[src/rtl/line_clear_ctrl.sv]
// Row-clear sequencer for the permanent tetris grid: snapshots the grid, scans bottom-up,
// collapses every full row, then reports the compacted grid, line count and running score.
module line_clear_ctrl #(
    parameter int ROWS    = 22,
    parameter int COLS    = 10,
    parameter int SCORE_W = 16
) (
    input  logic                           clk,
    input  logic                           reset,
    input  logic                           start,
    input  logic [ROWS-1:0][COLS-1:0]      grid_in,
    output logic                           busy,
    output logic                           done,
    output logic [ROWS-1:0][COLS-1:0]      grid_out,
    output logic [$clog2(ROWS+1)-1:0]      lines_cleared,
    output logic [SCORE_W-1:0]             score
);

    localparam int LW    = $clog2(ROWS + 1);
    localparam int RW    = (ROWS > 1) ? $clog2(ROWS) : 1;
    localparam int SUM_W = ((SCORE_W > LW) ? SCORE_W : LW) + 1;
    localparam logic [SCORE_W-1:0] SCORE_MAX = '1;

    typedef enum logic [1:0] {
        ST_IDLE,
        ST_SCAN,
        ST_SHIFT,
        ST_DONE
    } state_t;

    state_t                      state_q, state_d;
    logic [RW-1:0]               r_q, r_d;
    logic [LW-1:0]               cnt_q, cnt_d;
    logic [ROWS-1:0][COLS-1:0]   work_q, work_d;
    logic [ROWS-1:0][COLS-1:0]   grid_out_q, grid_out_d;
    logic [LW-1:0]               lines_q, lines_d;
    logic [SCORE_W-1:0]          score_q, score_d;
    logic [ROWS-1:0][COLS-1:0]   shifted;

    // Rows r..1 drop by one, row 0 refills empty, rows below r are untouched.
    function automatic logic [ROWS-1:0][COLS-1:0] shift_down(
        input logic [ROWS-1:0][COLS-1:0] g,
        input logic [RW-1:0]             r
    );
        logic [ROWS-1:0][COLS-1:0] res;
        res    = g;
        res[0] = '0;
        for (int i = 1; i < ROWS; i++) begin
            if (i <= int'(r)) begin
                res[i] = g[i-1];
            end
        end
        return res;
    endfunction

    function automatic logic [SCORE_W-1:0] sat_add(
        input logic [SCORE_W-1:0] a,
        input logic [LW-1:0]      b
    );
        logic [SUM_W-1:0] s;
        s = SUM_W'(a) + SUM_W'(b);
        if (s > SUM_W'(SCORE_MAX)) begin
            return SCORE_MAX;
        end
        return s[SCORE_W-1:0];
    endfunction

    always_ff @(posedge clk or posedge reset) begin
        if (reset) begin
            state_q    <= ST_IDLE;
            r_q        <= '0;
            cnt_q      <= '0;
            work_q     <= '0;
            grid_out_q <= '0;
            lines_q    <= '0;
            score_q    <= '0;
        end else begin
            state_q    <= state_d;
            r_q        <= r_d;
            cnt_q      <= cnt_d;
            work_q     <= work_d;
            grid_out_q <= grid_out_d;
            lines_q    <= lines_d;
            score_q    <= score_d;
        end
    end

    // The SHIFT cycle also evaluates the row that lands at r, so each full row
    // costs exactly one extra cycle and a pass takes ROWS + k cycles.
    always_comb begin
        state_d    = state_q;
        r_d        = r_q;
        cnt_d      = cnt_q;
        work_d     = work_q;
        grid_out_d = grid_out_q;
        lines_d    = lines_q;
        score_d    = score_q;
        shifted    = shift_down(work_q, r_q);

        case (state_q)
            ST_IDLE: begin
                if (start) begin
                    work_d  = grid_in;
                    r_d     = RW'(ROWS - 1);
                    cnt_d   = '0;
                    state_d = ST_SCAN;
                end
            end
            ST_SCAN: begin
                if (&work_q[r_q]) begin
                    state_d = ST_SHIFT;
                end else if (r_q != '0) begin
                    r_d = r_q - 1'b1;
                end else begin
                    grid_out_d = work_q;
                    lines_d    = cnt_q;
                    state_d    = ST_DONE;
                end
            end
            ST_SHIFT: begin
                work_d = shifted;
                cnt_d  = cnt_q + LW'(1);
                if (&shifted[r_q]) begin
                    state_d = ST_SHIFT;
                end else if (r_q != '0) begin
                    r_d     = r_q - 1'b1;
                    state_d = ST_SCAN;
                end else begin
                    grid_out_d = shifted;
                    lines_d    = cnt_q + LW'(1);
                    state_d    = ST_DONE;
                end
            end
            ST_DONE: begin
                score_d = sat_add(score_q, cnt_q);
                state_d = ST_IDLE;
            end
            default: begin
                state_d = ST_IDLE;
            end
        endcase
    end

    assign busy          = (state_q != ST_IDLE);
    assign done          = (state_q == ST_DONE);
    assign grid_out      = grid_out_q;
    assign lines_cleared = lines_q;
    assign score         = score_q;

endmodule

[config.mk]
export PLATFORM = sky130hd
export DESIGN_NAME = line_clear_ctrl
export DESIGN_NICKNAME = d
export VERILOG_FILES = /design/src/rtl/line_clear_ctrl.sv
export SDC_FILE = /design/constraint.sdc
export NUM_CORES = 2
export LEC_CHECK = 0
export ABC_AREA = 1
export BUFFER_PORTS_ARGS = -buffer_cell sky130_fd_sc_hd__buf_2
export CAP_MARGIN = 30
export CORE_MARGIN = 3
export CORE_UTILIZATION = 45
export CTS_BUF_LIST = sky130_fd_sc_hd__clkbuf_8
export DETAILED_ROUTE_END_ITERATION = 10
export PLACE_DENSITY_LB_ADDON = 0.2
export SLEW_MARGIN = 15
export SYNTH_ARGS = -nofsm -noshare
export SYNTH_HDL_FRONTEND = slang
export SYNTH_SLANG_ARGS = --single-unit
[constraint.sdc]
create_clock -name clk -period 14 [get_ports clk]
set_input_delay 0.7 -clock clk [delete_from_list [all_inputs] [get_ports clk]]
set_output_delay 0.7 -clock clk [all_outputs]
set_load 0.05 [all_outputs]
==> metrics.md <==
| Metric | Value |
|---|---|
| Syn_area_per_cell | `7.19 um2` |
| Layout net count | `4398` |
| DR vias/cell | `5.86` |
| Highest fanout seen on the critical path | `63` |
| Core Util, Final | `52.7%` |
| Die width | `254 um` |
| DRC errors left | `0` |
| First-pass GRT wire length | `163 mm` |
| Worst path arrival time | `7330 ps` |
| Clock Latency Late Sink | `710 ps` |
| Die H | `254 um` |
| Num Clock Sinks | `473` |
| PortBufs | `465` |
| Dpl hpwl | `76.2 mm` |
| Setup bufs post-CTS | `0` |
| Vias post-DR | `29300` |
| Die area | `64600 um2` |
| Synth Flop Type | `dfrtp_1` |
| FP Rows | `90` |
| Syn Nets | `4096` |
| Fin crit share | `47.9%` |
| Largest net degree at the start of global routing | `225` |
| Yosys top cell by area | `dfrtp_1` |
| Synth warn | `0` |
| Hold Violations, Final | `0` |
| Area of the multi-input gates | `13600 um2` |
| Initial Utilization | `45.7%` |
| DR iter-0 viols | `3628` |
| Kind of critical path | `reg2reg` |
| Transition time at the pin with the least slew margin | `1260 ps` |
| Syn-to-layout area delta | `15.4%` |
| Syn Inst Count | `3856` |
| GRT overflow | `0` |
| F_max | `0.149 GHz` |
| Final setup violation count | `0` |
| Reg clk slew, reported paths | `60 ps` |
| Iteration count of the initial detailed-routing pass | `6` |
| Routed wire length | `109 mm` |
| Sequential-to-total area share from yosys stat | `42.7%` |
| Reg area | `11800 um2` |
| Max Root-Sink Buffers | `3` |
| Unrepaired setup endpoints after global routing | `no` |
| WL/cell | `21.7 um` |
| Post-route setup TNS | `0 ps` |
| Hold Buf Count CTS | `0` |
| R2R depth | `18` |
| Most frequent cell after synthesis | `nand2_1` |
| Worst Setup End Kind | `register` |
| Number of synthesized flops with an enable pin | `0` |
| Max Cap Viol | `0` |
| CTS resizes | `0` |
| FILL cells | `6065` |
| Worst slew margin relative to its limit | `16.0%` |
| Synth Cell Area | `27700 um2` |
| CTS buffer count | `86` |
| Yosys top cell area share | `42.7%` |
| Outcome | `finished, final reports clean` |
| TritonCTS clock tree | `built` |
| H-tree depth | `3` |
| Slew Limit Fails | `0` |
| Top post-synthesis cells by area | `dfrtp_1, nand2_1, o21ai_0, nand3_1, a21oi_1` |
| Critical Path Start Type | `register` |
| Remaining antenna violation count after routing | `0` |
| Seq cells post-synth | `473` |
| Vias in the first global route | `26900` |
| HP Class | `in2async` |
| Clock period minus worst slack | `6710 ps` |
| Fraction of layout cells with a size suffix above 1 | `16.5%` |
| GRT Total Usage | `32.7%` |
| Clock root buffer | `clkbuf_8` |
| Worst Path Required | `14630 ps` |
| Commonest cells in the netlist | `nand2_1, o21ai_0, dfrtp_1, nand3_1, a21oi_1` |
| Unique masters post-synth | `42` |
| I/O pin count | `466` |
| Post-synth ARST share | `100%` |
| Core area | `60700 um2` |
| Final hold slack | `13.8 ps` |
| Skew final | `34.7 ps` |
| RD Place Congestion | `0.964` |
| Initial antenna violation count | `3` |
-- area by class of cell --
cell class	instances	share of cell area (%)
clock inverter	42	0.779
timing repair buffer	499	8.69
multi-input combinational	2808	42.5
sequential	473	37.0
clock buffer	104	4.48
antenna	3	0.0235
inverter	290	3.46
tap	782	3.06
-- layer usage --
metal,up-vias,routed length [um],GRT usage [%]
li1,13600,-,-
met2,1501,48500,49.7
met4,0,4570,14.1
met1,14000,46000,46.2
met5,-,0,0
met3,225,9670,5.56
-- logic make-up (layout without fill, tap and decap cells) --
| family | after synthesis | after routing | synth area share (%) |
|---|---|---|---|
| simple gates | 1688 | 1688 | 25.8 |
| compound gates | 1098 | 1098 | 22.1 |
| buf+inv | 575 | 935 | 8.45 |
| flops | 473 | 473 | 42.7 |
| fa+ha+maj | 17 | 17 | 0.795 |
| xor+xnor | 5 | 5 | 0.158 |
| other cells | 0 | 3 | 0 |
-- path summary, 6_finish.rpt --
| path | from | endpoint | slack, ps |
|---|---|---|---|
| min in group clk | grid_in[5] | work_q[5]$_DFFE_PP0P_ | 260 |
| min reg2reg | grid_out[92]$_DFFE_PP0P_ | grid_out[92]$_DFFE_PP0P_ | 460 |
| max | r_q[0]$_DFFE_PP0P_ | grid_out[128]$_DFFE_PP0P_ | 7290 |
| min | reset | score[8]$_DFFE_PP0P_ | 10 |
| max reg2reg | r_q[0]$_DFFE_PP0P_ | grid_out[128]$_DFFE_PP0P_ | 7290 |
| max in group asynchronous | reset | grid_out[108]$_DFFE_PP0P_ | 11640 |
-- sequential cells by signal (all words and copies together) (netlist names) --
name / flops
cnt_q: 5
grid_out: 220
lines_cleared: 5
r_q: 5
score: 16
state_q: 2
work_q: 220
-- critical path: stages, from the launching register on --
cell and delay, ps:
dfrtp_4 730, nor2_1 190, nand2_1 600, clkinv_1 950, a22oi_1 400, nand3_1 260
nand2_1 160, nand3_1 100, nand2_1 70, nor2_1 40, nand3b_1 170, nor2_1 130
nor3_4 300, buf_4 660, buf_4 490, buf_16 310, buf_4 600, nand3_1 260
nand2_1 120
-- placed cells by master (no fill, tap or decap), types with 3 or more instances in the layout --
cell	netlist	routed
buf_16	0	5
clkinv_2	0	5
diode_2	0	3
inv_2	7	5
o211ai_1	22	22
buf_4	7	21
o21bai_1	3	3
o21ai_1	33	32
or2_2	55	55
o21ai_0	482	482
inv_8	0	4
ha_1	16	15
nand3b_1	4	4
xor2_1	4	4
o2111ai_1	7	7
nand2_2	5	4
nand4_1	26	26
dfrtp_1	473	472
nor2_2	2	3
a21oi_1	331	331
clkbuf_8	0	104
nor3_1	9	9
nand3_1	412	412
buf_12	0	7
nand2_1	1083	1083
inv_1	281	309
a22oi_1	210	210
buf_2	53	465
nor2_1	86	85
-- metrics by stage --
step	setup slack (ps)	cell area (um2)	cells
final	7290	32000	5001
after global routing	7060	32000	4999
after CTS	6980	31800	4990
after detailed placement	6990	30100	4844
after global placement	7000	30000	4841
after floorplan	106	27700	3856
Power is left out: the tool's default activity adds up to more than one toggle a clock period on the data nets, which glitch-free logic cannot reach.
